[src/rtl/freq_meter.sv]
// freq_meter: counts rising edges of a synchronized signal over a programmable gate window.
// Define FREQ_METER_PERIOD_EN to build the edge-to-edge period measurement.
module freq_meter #(
    parameter int GATE_W = 16,
    parameter int CNT_W  = 16
) (
    input  logic              inClk,
    input  logic              reset,
    input  logic              sigIn,
    input  logic              start,
    input  logic [GATE_W-1:0] gateLen,
    output logic              busy,
    output logic              done,
    output logic [CNT_W-1:0]  edgeCount,
    output logic              overflow,
    output logic [CNT_W-1:0]  period
);
    typedef enum logic [0:0] {IDLE = 1'b0, GATE = 1'b1} state_t;

    localparam logic [CNT_W-1:0]  CNT_MAX  = {CNT_W{1'b1}};
    localparam logic [CNT_W-1:0]  CNT_ONE  = CNT_W'(1);
    localparam logic [CNT_W-1:0]  CNT_ZERO = {CNT_W{1'b0}};
    localparam logic [GATE_W-1:0] GATE_ONE = GATE_W'(1);
    localparam logic [GATE_W-1:0] GATE_ZERO = {GATE_W{1'b0}};

    state_t            state_r;
    logic              s1_r, s2_r, s3_r;
    logic              edge_s;
    logic [GATE_W-1:0] gate_cnt_r;
    logic [CNT_W-1:0]  work_cnt_r;
    logic [CNT_W-1:0]  cnt_next_s;
    logic              work_ovf_r;
    logic              ovf_next_s;
    logic              last_cycle_s;

    assign edge_s       = s2_r & ~s3_r;
    assign last_cycle_s = (state_r == GATE) && (gate_cnt_r == GATE_ONE);

    // Working count and flag as they stand after this cycle's edge (saturating).
    always_comb begin
        cnt_next_s = work_cnt_r;
        ovf_next_s = work_ovf_r;
        if (edge_s) begin
            if (work_cnt_r == CNT_MAX) begin
                ovf_next_s = 1'b1;
            end else begin
                cnt_next_s = work_cnt_r + CNT_ONE;
            end
        end else begin
            cnt_next_s = work_cnt_r;
        end
    end

    // Synchronizer, gate FSM and registered result outputs.
    always_ff @(posedge inClk) begin
        if (!reset) begin
            state_r    <= IDLE;
            s1_r       <= 1'b0;
            s2_r       <= 1'b0;
            s3_r       <= 1'b0;
            gate_cnt_r <= GATE_ZERO;
            work_cnt_r <= CNT_ZERO;
            work_ovf_r <= 1'b0;
            busy       <= 1'b0;
            done       <= 1'b0;
            edgeCount  <= CNT_ZERO;
            overflow   <= 1'b0;
        end else begin
            s1_r <= sigIn;
            s2_r <= s1_r;
            s3_r <= s2_r;
            done <= 1'b0;
            case (state_r)
                IDLE: begin
                    if (start) begin
                        if (gateLen != GATE_ZERO) begin
                            gate_cnt_r <= gateLen;
                            work_cnt_r <= CNT_ZERO;
                            work_ovf_r <= 1'b0;
                            busy       <= 1'b1;
                            state_r    <= GATE;
                        end else begin
                            done      <= 1'b1;
                            edgeCount <= CNT_ZERO;
                            overflow  <= 1'b0;
                        end
                    end else begin
                        busy <= 1'b0;
                    end
                end
                GATE: begin
                    work_cnt_r <= cnt_next_s;
                    work_ovf_r <= ovf_next_s;
                    gate_cnt_r <= gate_cnt_r - GATE_ONE;
                    if (gate_cnt_r == GATE_ONE) begin
                        edgeCount <= cnt_next_s;
                        overflow  <= ovf_next_s;
                        done      <= 1'b1;
                        busy      <= 1'b0;
                        state_r   <= IDLE;
                    end else begin
                        busy <= 1'b1;
                    end
                end
                default: begin
                    busy    <= 1'b0;
                    state_r <= IDLE;
                end
            endcase
        end
    end

`ifdef FREQ_METER_PERIOD_EN
    logic [CNT_W-1:0] ival_r;
    logic [CNT_W-1:0] ival_next_s;
    logic [CNT_W-1:0] last_per_r;
    logic [CNT_W-1:0] per_next_s;
    logic             seen_r;
    logic [CNT_W-1:0] period_r;

    // ival_r restarts at 1 on each edge, so at the next edge it equals the edge spacing.
    always_comb begin
        ival_next_s = (ival_r == CNT_MAX) ? ival_r : (ival_r + CNT_ONE);
        per_next_s  = last_per_r;
        if (edge_s) begin
            ival_next_s = CNT_ONE;
            if (seen_r) begin
                per_next_s = ival_r;
            end else begin
                per_next_s = last_per_r;
            end
        end else begin
            per_next_s = last_per_r;
        end
    end

    // Period tracker, cleared on window start and published with the edge count.
    always_ff @(posedge inClk) begin
        if (!reset) begin
            ival_r     <= CNT_ZERO;
            last_per_r <= CNT_ZERO;
            seen_r     <= 1'b0;
            period_r   <= CNT_ZERO;
        end else if (state_r == IDLE) begin
            if (start) begin
                ival_r     <= CNT_ZERO;
                last_per_r <= CNT_ZERO;
                seen_r     <= 1'b0;
                if (gateLen == GATE_ZERO) begin
                    period_r <= CNT_ZERO;
                end else begin
                    period_r <= period_r;
                end
            end else begin
                period_r <= period_r;
            end
        end else begin
            ival_r     <= ival_next_s;
            last_per_r <= per_next_s;
            seen_r     <= seen_r | edge_s;
            if (last_cycle_s) begin
                period_r <= per_next_s;
            end else begin
                period_r <= period_r;
            end
        end
    end

    assign period = period_r;
`else
    assign period = CNT_ZERO;
`endif

endmodule

[config.mk]
export PLATFORM = sky130hd
export DESIGN_NAME = freq_meter
export DESIGN_NICKNAME = d
export VERILOG_FILES = /design/src/rtl/freq_meter.sv
export SDC_FILE = /design/constraint.sdc
export NUM_CORES = 1
export LEC_CHECK = 0
export CAP_MARGIN = 10
export CORE_MARGIN = 2
export CORE_UTILIZATION = 56
export CTS_CLUSTER_SIZE = 28
export DETAILED_ROUTE_END_ITERATION = 6
export PLACE_DENSITY = 0.9
export SYNTH_ARGS = -nofsm -noshare
export SYNTH_HDL_FRONTEND = slang
export SYNTH_SLANG_ARGS = --single-unit
[constraint.sdc]
create_clock -name inClk -period 5.95 [get_ports inClk]
set_input_delay 1.785 -clock inClk [delete_from_list [all_inputs] [get_ports inClk]]
set_output_delay 1.785 -clock inClk [all_outputs]
set_load 0.02 [all_outputs]
### After elaboration in Yosys (flattened, before gate mapping)

Index checks and enable logic that the tools add are counted.

* bits of input ports: 20
* register bits after elaboration: 56
* logic and storage cells: 58
* output and inout bits: 35

* reduce and logical (&&, ||, !) cells: 3
* bitwise gates (word level): 3
* equal/unequal tests: 7
* add/sub/neg operators: 2
* multiplexer cells: 32

Operators with widths (count)
* $mux W16: 9
* $pmux W16 S2: 3
* $add A16 B1 Y16 const B: 1
* $eq A16 B1 Y1 const B: 1
* $eq A16 B16 Y1 const B: 1
* $reduce_bool A16 Y1: 1
* $sub A16 B1 Y16 const B: 1
* $mux W1: 15
* $pmux W1 S2: 5
* $ne A2 B2 Y1 const B: 3
* $ne A3 B3 Y1 const B: 1
* $reduce_and A3 Y1: 1
* $ne A2 B1 Y1 const B: 1
* $not A1 Y1: 2
* $reduce_and A2 Y1: 1
* $and A1 B1 Y1: 1

### Logic depth before layout (Yosys ltp)

Gate-level depths: netlist (run 1).

* depth in word-level cells: 5
* gate-level depth with buffers: 7
* depth with buffers taken out: 7

### Least setup slack after synthesis (run 1)

No wires, ideal clock.

* kind: input to register
* from: input gateLen[11]
* to: register edgeCount[10]
* arrival time: 3034 ps
* path slack: 2799 ps
* library setup time: 117 ps
* buffers on the path: 1
* required time: 5833 ps
* stages: 6
* cells stage by stage: nor4_1 nand4_1 nor2_1 nor3_1 buf_2 a22o_1

* longest elaborated chain between the ends: 3

RTL lines
* from (decl): RTL line 11 `input logic [GATE_W-1:0] gateLen,`
* $reduce_bool A16 Y1: RTL line 76 `if (gateLen != GATE_ZERO) begin`
* $ne A2 B2 Y1 (no line)
* $reduce_and A3 Y1 (no line)
* to (signal assigned): RTL line 96 `edgeCount <= cnt_next_s;`
* to (decl): RTL line 14 `output logic [CNT_W-1:0] edgeCount,`

No other way between the ends.
A chain may end at the register's enable or synchronous reset.

### Final worst setup path (run 1)

* from: input gateLen[3]
* to: register gate_cnt_r[12]

* longest elaborated chain between the ends: 3

RTL lines
* $reduce_bool A16 Y1: RTL line 76
* $ne A2 B2 Y1 (no line)
* $reduce_and A2 Y1 (no line)
* to (signal assigned): RTL line 77 `gate_cnt_r <= gateLen;`
* to (signal assigned): RTL line 94 `gate_cnt_r <= gate_cnt_r - GATE_ONE;`
* to (decl): RTL line 29 `logic [GATE_W-1:0] gate_cnt_r;`

No other way between the ends.

==> impl_results.md, run 1 <==
* Seq cells post-synth at 56
* Fin crit share at 62.8%
* Synth Flop Type: dfxtp_1
* # IOs at 55
* Setup violators final at 0
* Reg-to-reg startpoint: work_cnt_r[0]
* Fin nets at 411
* Max Cap Viol at 0
* Outcome: finished clean
* Worst-Margin Slew at 1.01 ns
* Synth Cell Area at 3010 µm²
* RSZ-0062 raised after global routing: no
* HP Start: s1_r
* Vias in the first global route at 2,502
* Iteration-0 DRC Markers at 240
* WL final at 7010 µm
* Sequential cell area fraction in the yosys report at 37.3%
* Avg Cell Area, Syn at 8.35 µm²
* Total Negative Setup Slacks at 0 ns
* Slowest stage delay, CP at 0.54 ns
* Slew margin rel. at 31.9%
* IO buf count at 38
* Clk_lat worst skew at 0.32 ns
* GRT Total Usage at 23.8%
* Syn-to-layout area delta at 14.8%
* Distinct cells, synth at 63
* Pin count of the biggest net entering global routing at 29
* CP startpoint kind: input port
* Die height at 77.3 µm
* Comb pwr share at 15.2%
* Post-synth EDFFs at 0
* Post-Syn Instances at 360
* Die X at 77.3 µm
* Tot Pwr at 726 µW
* Wire per inst at 15.3 µm
* Total global routing overflow at 0
* Slowest cell on crit path: nor4_1
* Synth top area cells: dfxtp_1, nand2_1, a21oi_1
* DR vias at 2,811
* Switching share of power at 29.0%
* Worst-path cell chain: clkdlybuf4s50_1 > nor4_1 > nand4_1 > nand2b_1 > o311ai_0 > a21oi_1
* Fin. max-slew vios at 0
* Clock power frac at 29.1%
* Leak Pwr at 1.25 nW
* DRT antenna net count at 0
* Routed vias/inst at 6.12
* Max H-tree Level at 2
* Clock-pin slew on the worst setup and hold paths at 0.10 ns
* Min Tclk post-route at 3.74 ns
* Num CTS Buffers at 5
* Ant. Diodes at 0
* Die area at 5970 µm²
* 1st-pass router iterations at 7
* Post-CTS setup buffers at 0
* Hold crit path type: reg -> reg
* Int Power at 516 µW
* Largest area contributor in the netlist: dfxtp_1
* Max VDD drop at 179 µV
* PwrDens at 210 nW/µm²
* DP HPWL at 5090 µm
* CP Capture Type: register
* Clock sink count at 56
* DP Area at 3360 µm²
* Ys Warns at 0
* Initial core utilization at 58.5%
* Finished layout cell area at 3450 µm²
* Clock Tree Buf Depth at 2
* Drt drc at 0
* Clk root buf: clkbuf_8
* CTS tree: done
* CP required at 6.21 ns
* CP startpoint: gateLen[3]
* Resized cells post-CTS at 0
* Rows at 26
* Final Skew at 0.00756 ns
* Endpoints failing hold at 0
* Share of the synthesized area in the top cell type at 37.3%
* Initial antenna violation count at 0
* Peak Freq at 268 MHz
* Share of layout cells above drive strength 1 at 5.66%
* Net Switching at 210 µW
* Hold Buf Count CTS at 0
* Crit Path Category: in -> reg
* Flop pwr share at 55.7%
* Arrival time at the worst endpoint at 3.99 ns
* Ys async rst share at 0%
* GPL Wtd Cong at 0.897
* Crit Path Max Fanout at 14
* First-pass GRT wire length at 11,600 µm
* CORE AREA at 5140 µm²
-- worst max-delay path, delay by kind of cell --
| kind | cells | cell delay [ns] |
|---|---|---|
| compound gates | 2 | 0.40 |
| simple gates | 3 | 1.37 |
| buf+inv | 1 | 0.43 |
-- power groups by stage --
| stage | clock network (mW) | logic, mW | registers [mW] |
|---|---|---|---|
| 2_1_floorplan | 0 | 0.0837 | 0.407 |
| 3_3_place_gp | 0 | 0.105 | 0.411 |
| 4_1_cts | 0.212 | 0.109 | 0.404 |
| 6_report | 0.211 | 0.110 | 0.405 |
| 5_1_grt | 0.228 | 0.120 | 0.407 |
| 3_5_place_dp | 0 | 0.108 | 0.412 |
-- cell usage in the layout (no fill, tap or decap), types with 9 or more instances in the layout --
cell type / instances
a21oi_1: 26
conb_1: 16
nor4_1: 10
a22o_1: 12
nor3_1: 9
nand2_1: 39
nand3_1: 23
dfxtp_1: 56
clkdlybuf4s50_1: 38
nor2_1: 18
-- logic make-up (layout without fill, tap and decap cells) --
| logic type | after synthesis | in the layout | share of synthesized area [%] |
|---|---|---|---|
| multiplexers | 3 | 3 | 1.12 |
| adder cells (fa/ha/maj) | 3 | 3 | 1.25 |
| flip-flops | 56 | 56 | 37.3 |
| AND/OR/NAND/NOR | 157 | 157 | 29.5 |
| buffers and inverters | 43 | 57 | 7.57 |
| other | 1 | 16 | 0.125 |
| AO/OA/AOI/OAI | 88 | 88 | 20.5 |
| XOR/XNOR | 9 | 9 | 2.62 |
-- metrics by stage --
step	std cells	setup WS (ns)	utilization, %	hold WS (ns)
2_1_floorplan	375	2.80	-	0.412
3_3_place_gp	451	2.04	65.4	0.416
3_5_place_dp	451	2.00	65.4	0.427
4_1_cts	459	2.34	67.2	0.451
5_1_grt	459	2.13	67.2	0.469
6_report	459	2.21	67.2	0.446
-- state kept, by name, indices dropped and copies added (netlist names) --
register	count
busy	1
work_ovf_r	1
done	1
s3_r	1
gate_cnt_r	16
overflow	1
edgeCount	16
s1_r	1
work_cnt_r	16
s2_r	1
state_r	1
-- Yosys cell counts, drive strengths merged, types with 4 or more instances --
cell and instances:
o21a 4, a21oi 26, a31oi 5, or4 5, nor3 9, nand2b 7
inv 7, xor2 4, nor4 13, and3 6, nand3b 6, nor2b 6
nand2 39, xnor2 5, a22o 12, buf 21, o21ai 4, o2bb2ai 4
clkbuf 15, nand3 23, nand4 9, and2 5, nor2 18, dfxtp 56
-- cell type report --
| cell class | count | area, µm² |
|---|---|---|
| clock buffers | 5 | 68.8 |
| clock inverters | 3 | 23.8 |
| fillers | 439 | 1690 |
| inverters | 7 | 26.3 |
| multi-input cells | 276 | 1710 |
| flip-flops and latches | 56 | 1120 |
| well taps | 70 | 87.6 |
| repair buffers | 42 | 410 |
-- metal layers --
metal / global-route usage [%] / vias to the layer above / share of wire (%)
met5: 0 / - / 0
met4: 8.75 / 0 / 2.6
met3: 5.29 / 20 / 6.1
met2: 40.5 / 114 / 49
met1: 29.4 / 1325 / 42
li1: - / 1352 / -
-- final timing paths --
| check | cells after the start | to | slack (ns) |
|---|---|---|---|
| min reg2reg | 1 | s2_r | 0.45 |
| min | 1 | s2_r | 0.45 |
| max reg2reg | 6 | edgeCount[12] | 3.70 |
| max | 6 | gate_cnt_r[12] | 2.21 |
Power figures use the tool's default switching activity.
==> inputs of run 2 (changes only) <==
- CORE_UTILIZATION: 56 -> 52
- PLACE_DENSITY: 0.9 -> 0.84
- clock period: 5.95 -> 3.5 ns (I/O delays scaled with it)
==> run 2 against run 1 <==
Sequential share of layout area shrank 0.13 points. Largest power group unchanged. Sequential cell count is the same. Via count fell by 1.9%. Core utilization fell by 4.6 points.
==> impl_results.md, run 2 (same netlist as run 1, synthesis figures left out) <==
* DP HPWL at 4990 µm
* Min Tclk post-route at 3.01 ns
* PwrDens at 355 nW/µm²
* Comb pwr share at 15.2%
* Setup violators final at 0
* Max H-tree Level at 2
* Die height at 80.0 µm
* CP Capture Type: register
* Num CTS Buffers at 5
* Final Skew at 0.00878 ns
* Leak Pwr at 1.26 nW
* Filler instances at 502
* Crit Path Max Fanout at 9
* Peak Freq at 332 MHz
* Clock Tree Buf Depth at 2
* Clock sink count at 56
* Wire per inst at 14.7 µm
* Post-CTS setup buffers at 0
* Resized cells post-CTS at 0
* Max Cap Viol at 0
* DRT antenna net count at 0
* Pin count of the biggest net entering global routing at 31
* Initial core utilization at 54.3%
* RSZ-0062 raised after global routing: no
* GPL Wtd Cong at 0.924
* CTS tree: done
* Rows at 27
* Fin. max-slew vios at 0
* Hold Buf Count CTS at 0
* Most frequent cells in the layout: dfxtp_1, nand2_1, clkdlybuf4s50_1, a21oi_1, nand3_1
* Clk root buf: clkbuf_8
* Arrival time at the worst endpoint at 3.23 ns
* Biggest regs: edgeCount: 16 flops, gate_cnt_r: 16 flops, work_cnt_r: 16 flops
* DR vias at 2,758
* Area of the multi-input gates at 1710 µm²
* Endpoints failing hold at 0
* Most common cell after layout, fill and taps aside: dfxtp_1
* Crit Path Category: in -> reg
* Die area at 6410 µm²
* Net Switching at 351 µW
* Total Negative Setup Slacks at 0 ns
* First-pass GRT wire length at 11,600 µm
* CP required at 3.72 ns
* Post-route setup slack at 0.486 ns
* Fin nets at 413
* Die X at 80.0 µm
* Syn-to-layout area delta at 15.3%
* Dpl ws at 0.138 ns
* Ant. Diodes at 0
* Clk_lat worst skew at 0.31 ns
* Max VDD drop at 227 µV
* Total global routing overflow at 0
* Switching share of power at 28.5%
* Iteration-0 DRC Markers at 223
* Flop pwr share at 55.7%
* Int Power at 880 µW
* Vias in the first global route at 2,547
* # IOs at 55
* IO buf count at 38
* M2 GR Usage at 37.9%
* Clock power frac at 29.1%
* Worst-Margin Slew at 1.01 ns
* Fin crit share at 86.1%
* Met3 GRT Util at 3.62%
* WL final at 6820 µm
* Clock-pin slew on the worst setup and hold paths at 0.10 ns
* GRT Total Usage at 22.5%
* Register area at 1120 µm²
* Initial antenna violation count at 0
* Hold crit path type: reg -> reg
* Slew margin rel. at 31.9%
* Drt drc at 0
* Share of layout cells above drive strength 1 at 5.88%
* Busiest metal layer after global routing: met2
* Routed vias/inst at 5.96
* Outcome: finished clean
* CORE AREA at 5540 µm²
* M1 GR Usage at 28.6%
* 1st-pass router iterations at 5
* CP startpoint kind: input port
==> run 2: final cells by class <==
type                    count  area share (%)
inverters                   7           0.758
repair buffers             44            12.3
clock buffers               6            2.09
multi-input cells         276            49.5
well taps                  72            2.60
flip-flops and latches     56            32.3
clock inverters             2           0.469
==> run 2: per-stage QoR <==
stage	std cells	hold slack, ns	cell area [µm²]	power [mW]	utilization [%]
final	463	0.453	3470	1.23	62.6
after global routing	463	0.467	3470	1.28	62.6
after CTS	463	0.458	3470	1.23	62.6
after detailed placement	455	0.434	3380	0.885	61.0
after global placement	455	0.433	3380	0.880	61.0
after floorplan	375	0.412	3060	0.835	-
==> run 2: worst paths after layout <==
check | start | to | slack [ns] | depth (start not counted)
hold / removal | s1_r | s2_r | 0.45 | 1
setup / recovery | gateLen[14] | edgeCount[6] | 0.49 | 7
setup reg to reg | work_cnt_r[0] | edgeCount[12] | 1.24 | 6
hold reg to reg | s1_r | s2_r | 0.45 | 1
==> run 2: power by group through the flow <==
stage | Combinational [mW] | Clock (mW) | Sequential, mW
CTS | 0.186 | 0.362 | 0.685
global placement | 0.182 | 0 | 0.698
global route | 0.205 | 0.389 | 0.689
floorplan | 0.142 | 0 | 0.693
finish | 0.187 | 0.358 | 0.686
detailed placement | 0.185 | 0 | 0.700
==> run 2: layer usage <==
metal / share of wire (%) / wire, µm
met5: 0 / 0
met4: 1.7 / 113
met3: 5.9 / 403
met2: 49 / 3320
met1: 44 / 2980
==> run 2: worst max-delay path, stage by stage <==
cell	delay (ns)
clkdlybuf4s50_1	0.43
nor4_1	0.52
nand4_1	0.31
nor2_1	0.27
nor3_1	0.19
buf_4	0.21
a22o_1	0.23
==> inputs of run 3 (changes only) <==
- CORE_MARGIN: 2 -> default
==> run 3 against run 2 <==
Combinational power about the same. Die area shrank 4.9%. First-iteration DRC count shrank 4.0%. Sequential cell count did not move. Sequential power is essentially flat. Via count down 1.9%. Highest routed layer unchanged.
==> impl_results.md, run 3 (same netlist as run 1, synthesis figures left out) <==
* CP startpoint kind: input port
* Clk_lat worst skew at 0.33 ns
* Int Power at 885 µW
* Most common cell after layout, fill and taps aside: dfxtp_1
* Arrival time at the worst endpoint at 3.31 ns
* Max H-tree Level at 2
* Register area at 1120 µm²
* Switching share of power at 29.3%
* Slowest cell on crit path: nand2b_1
* Slew margin rel. at 36.9%
* Slowest stage delay, CP at 0.54 ns
* 1st-pass router iterations at 4
* PwrDens at 360 nW/µm²
* Pin count of the biggest net entering global routing at 29
* Worst path depth at 6
* Max VDD drop at 193 µV
* Share of layout cells above drive strength 1 at 6.14%
* CP Capture Type: register
* Number of buffer and inverter instances along the worst setup path at 1
* DP HPWL at 4830 µm
* Wire per inst at 14.4 µm
* Vias in the first global route at 2,430
* Clock Tree Buf Depth at 2
* Clock-pin slew on the worst setup and hold paths at 0.11 ns
* CP delay by family, top: simple AND/OR/NAND/NOR gates
* Net Switching at 367 µW
* Outcome: finished clean
* Initial core utilization at 54.3%
* Clk root buf: clkbuf_8
* RSZ-0062 raised after global routing: no
* Filler instances at 489
* Crit Path Category: in -> reg
* Clock sink count at 56
* Total Negative Setup Slacks at 0 ns
* Die height at 78.0 µm
* Ant. Diodes at 0
* Syn-to-layout area delta at 15.4%
* Min Tclk post-route at 3.04 ns
* Clock power frac at 30.2%
* CORE AREA at 5540 µm²
* Area of the multi-input gates at 1710 µm²
* DR WL met3 at 320 µm
* Comb pwr share at 15.0%
* R2R depth at 6
* Max Cap Viol at 0
* Die area at 6090 µm²
* Hold Path Cell Cnt at 1
* Metal-1 WL at 2960 µm
* CP required at 3.77 ns
* Fin. max-slew vios at 0
* Most frequent cells in the layout: dfxtp_1, nand2_1, clkdlybuf4s50_1, a21oi_1, nand3_1
* First-pass GRT wire length at 11,200 µm
* Total global routing overflow at 0
* CTS tree: done
* Post-route setup slack at 0.459 ns
* IO buf count at 38
* Resized cells post-CTS at 0
* Endpoints failing hold at 0
* Worst-path cell chain: clkdlybuf4s50_1 > nor4_1 > nand4_1 > nand2b_1 > o311ai_0 > a21oi_1
* Peak Freq at 329 MHz
* DR top layer: met4
* Post-layout util at 62.6%
* Setup violators final at 0
* Num CTS Buffers at 5
* DR vias at 2,706
* Leak Pwr at 1.27 nW
* Initial antenna violation count at 0
* Iteration-0 DRC Markers at 214
* Crit Path Max Fanout at 14
* Post-CTS setup buffers at 0
* Biggest regs: edgeCount: 16 flops, gate_cnt_r: 16 flops, work_cnt_r: 16 flops
* GPL Wtd Cong at 0.877
* WL final at 6660 µm
* WL met2 at 3210 µm
* Dpl ws at 0.151 ns
* Flop pwr share at 54.9%
* Hold Buf Count CTS at 0
* GRT Total Usage at 23.0%
* Die X at 78.0 µm
* # IOs at 55
* Tot Pwr at 1.25 mW
* Fin crit share at 86.9%
* Routed vias/inst at 5.84
* Worst-Margin Slew at 0.940 ns
* Hold crit path type: reg -> reg
* Rows at 27
* Drt drc at 0
* Fin nets at 413
* DRT antenna net count at 0
* Final Skew at 0.0158 ns
## run 3: cell types whose count changed in the layout (fill, tap and decap cells not counted), sizes merged
cell and delta:
clkinvlp -1, inv +2, clkbuf -1
## run 3: cell type report
class / count / share of cell area, %
multi-input cells: 276 / 49.4
flip-flops and latches: 56 / 32.3
repair buffers: 44 / 12.3
well taps: 72 / 2.60
clock buffers: 5 / 1.98
inverters: 7 / 0.757
clock inverters: 3 / 0.721
## run 3: final timing paths
path,from,end,slack (ns)
worst min register to register,s1_r,s2_r,0.44
worst max-delay path,gateLen[11],gate_cnt_r[12],0.46
worst min-delay path,s1_r,s2_r,0.44
worst max register to register,gate_cnt_r[7],edgeCount[14],1.18
## run 3: power groups by stage
stage	Combinational [mW]	Sequential, mW	Clock (mW)
4_1_cts	0.186	0.685	0.390
5_1_grt	0.204	0.690	0.411
3_3_place_gp	0.181	0.699	0
6_report	0.187	0.686	0.378
3_5_place_dp	0.184	0.700	0
2_1_floorplan	0.142	0.693	0
## run 3: layer usage
| layer | vias to the layer above | track usage [%] |
|---|---|---|
| li1 | 1366 | - |
| met1 | 1243 | 28.0 |
| met2 | 81 | 39.6 |
| met3 | 16 | 3.49 |
| met4 | 0 | 11.1 |
| met5 | - | 0 |
## run 3: per-stage QoR
step           hold WS [ns]  instances  instance area, µm²
2_1_floorplan         0.412        375                3060
3_3_place_gp          0.415        455                3380
3_5_place_dp          0.420        455                3380
4_1_cts               0.447        463                3470
5_1_grt               0.481        463                3470
6_report              0.444        463                3470
